File: src/rtl/ls_row_scheduler_if.sv
// Row-scheduler handshake bundle: run control, captured first row and the emitted row stream.
// master = scheduler side, slave = consumer/controller side.
interface ls_row_scheduler_if #(
    parameter int unsigned LSLEN    = 16,
    parameter int unsigned LSLENLOG = 4
);
    logic                         start;
    logic                         abort;
    logic [LSLEN*LSLENLOG-1:0]    first_row;
    logic                         busy;
    logic                         row_valid;
    logic                         row_ready;
    logic [LSLENLOG-1:0]          row_idx;
    logic [LSLEN*LSLENLOG-1:0]    row_data;
    logic                         row_last;
    logic                         done;
    logic                         perm_err;

    modport master (
        input  start, abort, first_row, row_ready,
        output busy, row_valid, row_idx, row_data, row_last, done, perm_err
    );

    modport slave (
        output start, abort, first_row, row_ready,
        input  busy, row_valid, row_idx, row_data, row_last, done, perm_err
    );
endinterface

File: src/rtl/ls_row_scheduler.sv
// Captures a latin-square first row, checks it is a permutation, then emits NBLOCKS rows
// where row k entry j = ((2k+1) * first[j]) mod LSLEN.
module ls_row_scheduler #(
    parameter int unsigned LSLEN    = 16,
    parameter int unsigned LSLENLOG = 4,
    parameter int unsigned NBLOCKS  = 8
) (
    input  logic                  clk,
    input  logic                  rstn,
    ls_row_scheduler_if.master    io_sched
);
    localparam int unsigned RowW = LSLEN * LSLENLOG;
    localparam logic [LSLENLOG-1:0] KLast = LSLENLOG'(NBLOCKS - 1);

    typedef enum logic [1:0] {StIdle, StCheck, StEmit, StDone} state_e;

    state_e              r_state, w_state_nxt;
    logic [LSLENLOG-1:0] r_k, w_k_nxt;
    logic [RowW-1:0]     r_row, w_row_nxt;
    logic                r_perm_err, w_perm_err_nxt;

    logic [LSLEN-1:0]    w_seen;
    logic                w_is_perm;
    logic [LSLENLOG:0]   w_mult;
    logic [LSLENLOG:0]   w_prod;
    logic [RowW-1:0]     w_data;
    logic                w_valid;

    // Permutation iff every value 0..LSLEN-1 is hit by some entry.
    always_comb begin
        w_seen = '0;
        for (int j = 0; j < int'(LSLEN); j++) begin
            w_seen = w_seen | (LSLEN'(1) << r_row[j*LSLENLOG +: LSLENLOG]);
        end
        w_is_perm = &w_seen;
    end

    // Odd multiplier 2k+1; low LSLENLOG bits of the product are the exact mod-LSLEN result.
    always_comb begin
        w_mult = {r_k, 1'b1};
        w_prod = '0;
        w_data = '0;
        for (int j = 0; j < int'(LSLEN); j++) begin
            w_prod = w_mult * {1'b0, r_row[j*LSLENLOG +: LSLENLOG]};
            w_data[j*LSLENLOG +: LSLENLOG] = w_prod[LSLENLOG-1:0];
        end
    end

    always_comb begin
        w_state_nxt    = r_state;
        w_k_nxt        = r_k;
        w_row_nxt      = r_row;
        w_perm_err_nxt = r_perm_err;
        case (r_state)
            StIdle: begin
                if (io_sched.start) begin
                    w_row_nxt      = io_sched.first_row;
                    w_perm_err_nxt = 1'b0;
                    w_k_nxt        = '0;
                    w_state_nxt    = StCheck;
                end
            end
            StCheck: begin
                if (io_sched.abort) begin
                    w_state_nxt = StIdle;
                end else if (!w_is_perm) begin
                    w_perm_err_nxt = 1'b1;
                    w_state_nxt    = StDone;
                end else begin
                    w_state_nxt = StEmit;
                end
            end
            StEmit: begin
                // Abort beats a same-cycle handshake: the row is not counted as transferred.
                if (io_sched.abort) begin
                    w_state_nxt = StIdle;
                end else if (io_sched.row_ready) begin
                    if (r_k == KLast) begin
                        w_state_nxt = StDone;
                    end else begin
                        w_k_nxt = r_k + LSLENLOG'(1);
                    end
                end
            end
            StDone:  w_state_nxt = StIdle;
            default: w_state_nxt = StIdle;
        endcase
    end

    always_ff @(posedge clk) begin
        if (rstn) begin
            r_state    <= StIdle;
            r_k        <= '0;
            r_row      <= '0;
            r_perm_err <= 1'b0;
        end else begin
            r_state    <= w_state_nxt;
            r_k        <= w_k_nxt;
            r_row      <= w_row_nxt;
            r_perm_err <= w_perm_err_nxt;
        end
    end

    assign w_valid            = (r_state == StEmit);
    assign io_sched.busy      = (r_state != StIdle);
    assign io_sched.row_valid = w_valid;
    assign io_sched.row_idx   = w_valid ? r_k : '0;
    assign io_sched.row_data  = w_valid ? w_data : '0;
    assign io_sched.row_last  = w_valid && (r_k == KLast);
    assign io_sched.done      = (r_state == StDone);
    assign io_sched.perm_err  = r_perm_err;
endmodule

File: src/flat_wrapper.sv
// flat-port wrapper written by rule: the top's interface ports become plain ports
module ls_row_scheduler_flat 
#(
    parameter int unsigned LSLEN    = 16,
    parameter int unsigned LSLENLOG = 4,
    parameter int unsigned NBLOCKS  = 8
)
  (clk, rstn, io_sched_start, io_sched_abort, io_sched_first_row, io_sched_row_ready, io_sched_busy, io_sched_row_valid, io_sched_row_idx, io_sched_row_data, io_sched_row_last, io_sched_done, io_sched_perm_err);
  ls_row_scheduler_if #(.LSLEN(LSLEN), .LSLENLOG(LSLENLOG)) io_sched_i ();
  input  logic clk;
  input  logic rstn;
  input wire logic [$bits(io_sched_i.start)-1:0] io_sched_start;
  input wire logic [$bits(io_sched_i.abort)-1:0] io_sched_abort;
  input wire logic [$bits(io_sched_i.first_row)-1:0] io_sched_first_row;
  input wire logic [$bits(io_sched_i.row_ready)-1:0] io_sched_row_ready;
  output wire logic [$bits(io_sched_i.busy)-1:0] io_sched_busy;
  output wire logic [$bits(io_sched_i.row_valid)-1:0] io_sched_row_valid;
  output wire logic [$bits(io_sched_i.row_idx)-1:0] io_sched_row_idx;
  output wire logic [$bits(io_sched_i.row_data)-1:0] io_sched_row_data;
  output wire logic [$bits(io_sched_i.row_last)-1:0] io_sched_row_last;
  output wire logic [$bits(io_sched_i.done)-1:0] io_sched_done;
  output wire logic [$bits(io_sched_i.perm_err)-1:0] io_sched_perm_err;
  assign io_sched_i.start = io_sched_start;
  assign io_sched_i.abort = io_sched_abort;
  assign io_sched_i.first_row = io_sched_first_row;
  assign io_sched_i.row_ready = io_sched_row_ready;
  assign io_sched_busy = io_sched_i.busy;
  assign io_sched_row_valid = io_sched_i.row_valid;
  assign io_sched_row_idx = io_sched_i.row_idx;
  assign io_sched_row_data = io_sched_i.row_data;
  assign io_sched_row_last = io_sched_i.row_last;
  assign io_sched_done = io_sched_i.done;
  assign io_sched_perm_err = io_sched_i.perm_err;
  ls_row_scheduler #(.LSLEN(LSLEN), .LSLENLOG(LSLENLOG), .NBLOCKS(NBLOCKS)) u_core (.clk(clk), .rstn(rstn), .io_sched(io_sched_i));
endmodule
File: config.mk
export PLATFORM = sky130hd
export DESIGN_NAME = ls_row_scheduler_flat
export DESIGN_NICKNAME = d
export VERILOG_FILES = /design/src/rtl/ls_row_scheduler_if.sv /design/src/rtl/ls_row_scheduler.sv /design/src/flat_wrapper.sv
export SDC_FILE = /design/constraint.sdc
export NUM_CORES = 1
export LEC_CHECK = 0
export BUFFER_PORTS_ARGS = -buffer_cell sky130_fd_sc_hd__clkbuf_2
export CORE_MARGIN = 4
export CORE_UTILIZATION = 59
export CTS_CLUSTER_DIAMETER = 30
export DETAILED_ROUTE_END_ITERATION = 6
export GPL_TIMING_DRIVEN = 0
export PLACE_DENSITY = 0.83
export RECOVER_POWER = 25
export REMOVE_ABC_BUFFERS = 1
export SETUP_SLACK_MARGIN = 0.2
export SYNTH_ARGS = -nofsm -noshare
export SYNTH_HDL_FRONTEND = slang
export SYNTH_SLANG_ARGS = --single-unit
File: constraint.sdc
create_clock -name clk -period 6.08 [get_ports clk]
set_clock_uncertainty 0.2 [all_clocks]
set_input_delay 1.216 -clock clk [delete_from_list [all_inputs] [get_ports clk]]
set_output_delay 1.216 -clock clk [all_outputs]
set_load 0.01 [all_outputs]
After elaboration in Yosys (flattened, before gate mapping)
Index checks and enable logic that the tools add are counted.
{"block": "totals", "regBits": 71, "in_bits": 69, "out_inout_bits": 73, "elab_cells": 92}
{"block": "classes", "addsub": 1, "multipliers": 16, "eq_ne": 12, "n_shift": 16, "mux": 18, "bitwise_logic": 15, "n_reduce_logical": 10}
{"operator": "1-bit by 4-bit << shifter with 16-bit output, first input constant", "count": 16}
{"operator": "16-bit OR", "count": 15}
{"operator": "5-bit by 4-bit multiplier with 4-bit output", "count": 16}
{"operator": "64-bit two-way mux", "count": 1}
{"operator": "4-bit two-way mux", "count": 5}
{"operator": "16-bit AND reduction", "count": 1}
{"operator": "2-bit != test, second input constant", "count": 6}
{"operator": "2-bit two-way mux", "count": 5}
{"operator": "2-bit one-hot mux with 4 select lines", "count": 1}
{"operator": "4-bit one-hot mux with 2 select lines", "count": 1}
{"operator": "3-bit != test, second input constant", "count": 2}
{"operator": "2-bit nonzero test", "count": 3}
{"operator": "5-bit AND reduction", "count": 1}
{"operator": "4-bit by 1-bit adder with 4-bit output, second input constant", "count": 1}
{"operator": "2-bit equality test, second input constant", "count": 2}
{"operator": "4-bit by 3-bit equality test with 1-bit output, second input constant", "count": 1}
{"operator": "1-bit two-way mux", "count": 4}
{"operator": "4-bit AND reduction", "count": 1}
{"operator": "3-bit AND reduction", "count": 1}
{"operator": "2-bit by 1-bit equality test with 1-bit output, second input constant", "count": 1}
{"operator": "2-bit logical NOT", "count": 1}
{"operator": "1-bit one-hot mux with 2 select lines", "count": 1}
{"operator": "2-bit AND reduction", "count": 1}
{"operator": "1-bit logical AND", "count": 1}

Longest topological paths before layout
{"block": "logic_depth", "word_depth": 20, "ltp_mapped": 10, "depth_no_buf": 8}

Worst setup path before layout
OpenSTA, ideal clock, no wires.
{"block": "synth_path", "path_kind": "register -> output", "from": "register u_core.r_k[0]", "to": "output io_sched_row_data[11]", "arrival_time_ns": 2.276, "setup_slack_ns": 2.388, "path_stages_with_launch": 11, "cell_sequence": "dfxtp_1 -> clkbuf_1 -> clkbuf_1 -> and2_1 -> ha_1 -> ha_1 -> ha_1 -> xnor2_1 -> xnor2_1 -> xnor2_1 -> nor2_1"}
{"block": "synth_between", "elab_chain_len": 2}
{"item": "from (decl)", "line": "ls_row_scheduler.sv:18", "source": "logic [LSLENLOG-1:0] r_k, w_k_nxt;"}
{"item": "from (signal assigned)", "line": "ls_row_scheduler.sv:98", "source": "r_k <= w_k_nxt;"}
{"item": "5-bit by 4-bit multiplier with 4-bit output", "line": "ls_row_scheduler.sv:44", "source": "w_prod = w_mult * {1'b0, r_row[j*LSLENLOG +: LSLENLOG]};"}
{"item": "64-bit two-way mux", "line": "ls_row_scheduler.sv:108", "source": "assign io_sched.row_data = w_valid ? w_data : '0;"}
{"item": "to (decl)", "line": "flat_wrapper.sv:19", "source": "output wire logic [$bits(io_sched_i.row_data)-1:0] io_sched_row_data;"}
No other way between the ends.

Worst setup path after layout
{"block": "layout_path", "from": "register u_core.r_k[0]", "to": "output io_sched_row_data[7]"}
The elaborated chain is that of the path after synthesis.

==> impl_results.md <==
- Peak VDD IR: about 0.15 mV
- Final hold violation count: 0
- Seq/Total Area, Yosys: between 10% and 20%
- Crit. End Element: output port
- Synth unique cells: 39
- Die ar.: 17310 um^2
- Fraction of layout cells with a size suffix above 1: 16.96%
- Synth Instances: between 1k and 1.5k
- Vias/cell: 6.778
- Layer with the highest usage: met2
- Antenna cells: 0
- Pleak: about 3.5 nW
- Hold path cells: 2
- YS warnings: 0
- HP Class: reg2reg
- Largest net degree at the start of global routing: slightly above 70
- Via count: 8960
- Critical Path RT: between 4 and 5 ns
- Met1 GRT Util: roughly two fifths
- Footprint of the multi-input gates: between 6000 and 7000 um^2
- Fmax: approximately 0.22 GHz
- Grt met3 use: 6.995%
- Clock slew at reported path FFs: 0.06 ns
- Die height: 131.6 um
- Setup Buffers After CTS: 0
- Max transition margin: -126.2%
- Min Tclk post-route: ~4.5 ns
- Area growth syn-to-layout: 1.541%
- Crit share post-route: about three quarters
- GP Congestion: slightly below 1
- Core area: around 15000 um^2
- Final setup vio count: 0
- FF-to-FF setup slack: approximately 3 ns
- Resized Gates After CTS: 0
- Routed Wire Length: between 20000 and 30000 um
- Final setup TNS: 0 ns
- Avg Inst Size Synth: approximately 7.9 um^2
- H-Tree Depth: 3
- Post-synth EDFFs: 0
- Synth async-reset ratio: 0%
- DRC errors left: 0
- Hold_buf cts: 0
- Gr ovfl total: 0
- Vias in the first global route: 8229
- R2R Path Start: u_core.r_row[48]
- Port Buffers: around 140
- I/O pin count: 142
- Worst-case reg-to-reg path depth: 7
- Setup ws final: ~1.6 ns
- Power Dens Cells: 170.6 nW/um^2
- Cell Area, Synth: around 9000 um^2
- Fin area: just over 9000 um^2
- CTS tree: built
- CTS Sinks: 71
- Dpl cell area: 8845 um^2
- First-pass GRT wire length: about 45000 um
- RSZ-0062 raised after global routing: false
- Most common cell after layout, fill and taps aside: nand2_1
- Post-synth top flop: dfxtp_1
- GRT Resource Usage Total: roughly 31%
- Post-detail-place hpwl: approximately 18000 um
- DR iter-0 viols: 1133
- Initial antenna violation count: 0
- Hold path start: u_core.io_sched.perm_err
- Filler Cells Inserted: ~1.4k
- Cell Rows: 44
- Nets: around 1.3k
- R2r endpoint: u_core.r_state[0]
- Met2 usage in global routing: roughly 49%
- Clock buffer count from CTS: 9
- Worst-margin pin slew: 3.393 ns
- Failing checks: capacitance limit, slew limit
- Wire per inst: 21.27 um
- Drt pass-1 iters: 6
- Max clock buf depth: 2
- Status: complete, but fails checks
- Reg area: approximately 1400 um^2
- Max Cap Viol: 1
- Initial core utilization: about three fifths
- Clock Tree Root: clkbuf_16
- Final ANT Viol Nets: 0
- Synth Register Bits: 71
- Startpoint class of the critical path: flip-flop
- Crit-path max FO: 52
- WP data arrival: between 3 and 4 ns
- Die width: approximately 130 um
- Critical path class: reg2out
- Hold Crit Endpoint: u_core.io_sched.perm_err
- DP Worst Slack: 1.771 ns
- Final hold slack: 0.3509 ns
- Most frequent cells in the layout: nand2_1 (182), clkbuf_2 (139), and2_1 (102)
- Slew Limit Fails: 72
- Worst-skew pair later-pin latency: around 0.35 ns
==> registers in the layout, indices dropped and copies added (netlist names) <==
| register | cells |
|---|---|
| u_core.r_row | 64 |
| u_core.r_k | 4 |
| u_core.r_state | 2 |
| u_core.io_sched.perm_err | 1 |
==> worst max-delay path, cell delays in order (launching register included) <==
cell and delay, ns:
dfxtp_2 0.96, and2_1 0.24, ha_1 0.23, ha_1 0.29
ha_1 0.21, xnor2_1 0.14, xnor2_1 0.24, xnor2_1 0.14
nor2_1 0.06, clkbuf_2 0.17
==> power by group <==
group | switching [mW] | internal [mW]
registers | 0.194 | 0.498
clock network | 0.216 | 0.339
logic | 0.152 | 0.161
total | 0.563 | 0.998
==> area by class of cell <==
| type | count | area share (%) |
|---|---|---|
| flip-flops and latches | 71 | 15.55 |
| inverters | 5 | 0.2051 |
| clock buffers | 11 | 2.763 |
| repair buffers | 143 | 8.124 |
| clock inverters | 5 | 0.6154 |
| multi-input cells | 903 | 70.23 |
| well taps | 184 | 2.516 |
==> cell families after synthesis <==
family | share of synthesized area (%)
buffers and inverters | 13.03
AO/OA/AOI/OAI | 5.972
XOR/XNOR | 9.721
flip-flops | 15.78
AND/OR/NAND/NOR | 46.48
adder cells (fa/ha/maj) | 9.027
==> worst max path at each step <==
stage | slack (ns) | start | end
floorplan | 1.58 | io_sched_start | u_core.r_k[3]
global placement | 0.07 | io_sched_start | u_core.r_k[3]
detailed placement | 1.77 | u_core.r_state[0] | io_sched_row_data[53]
CTS | 1.39 | u_core.r_state[0] | io_sched_row_data[41]
global route | 1.40 | u_core.r_k[0] | io_sched_row_data[27]
finish | 1.61 | u_core.r_k[0] | io_sched_row_data[7]
==> metrics by stage <==
step | total power, mW | std cells | utilization [%]
floorplan | 0.8261 | 979 | -
global placement | 0.9857 | 1304 | 59.58
detailed placement | 0.9966 | 1306 | 59.95
CTS | 1.550 | 1322 | 62.04
global route | 1.623 | 1322 | 62.01
finish | 1.561 | 1322 | 62.01
==> metal layers <==
metal  wire (um)  vias up
li1            -     4079
met1       11630     4261
met2       12660      520
met3        2807      100
met4        1012        0
met5           0        -
==> cell usage after synthesis (3+ instances only) <==
cell type	number	area share (%)
nand3_1	4	0.22
buf_4	34	2.8
ha_1	65	9.0
or4_1	4	0.33
clkbuf_1	46	1.9
nand4b_1	64	6.2
nand4_1	47	3.3
xnor2_1	98	9.5
nor2_1	40	1.7
o21ai_0	3	0.17
buf_6	52	6.5
nand2_1	183	7.6
buf_2	24	1.3
a21oi_1	66	3.7
nor3_1	5	0.28
dfxtp_1	71	16
and4bb_2	17	2.4
nor4bb_1	64	7.1
nor4b_2	9	1.5
inv_1	5	0.21
and2_1	102	7.1
a31oi_1	16	1.1
nor4b_1	51	5.0
nor4_1	48	3.3
Note: power is estimated with default switching activity, not from simulation.
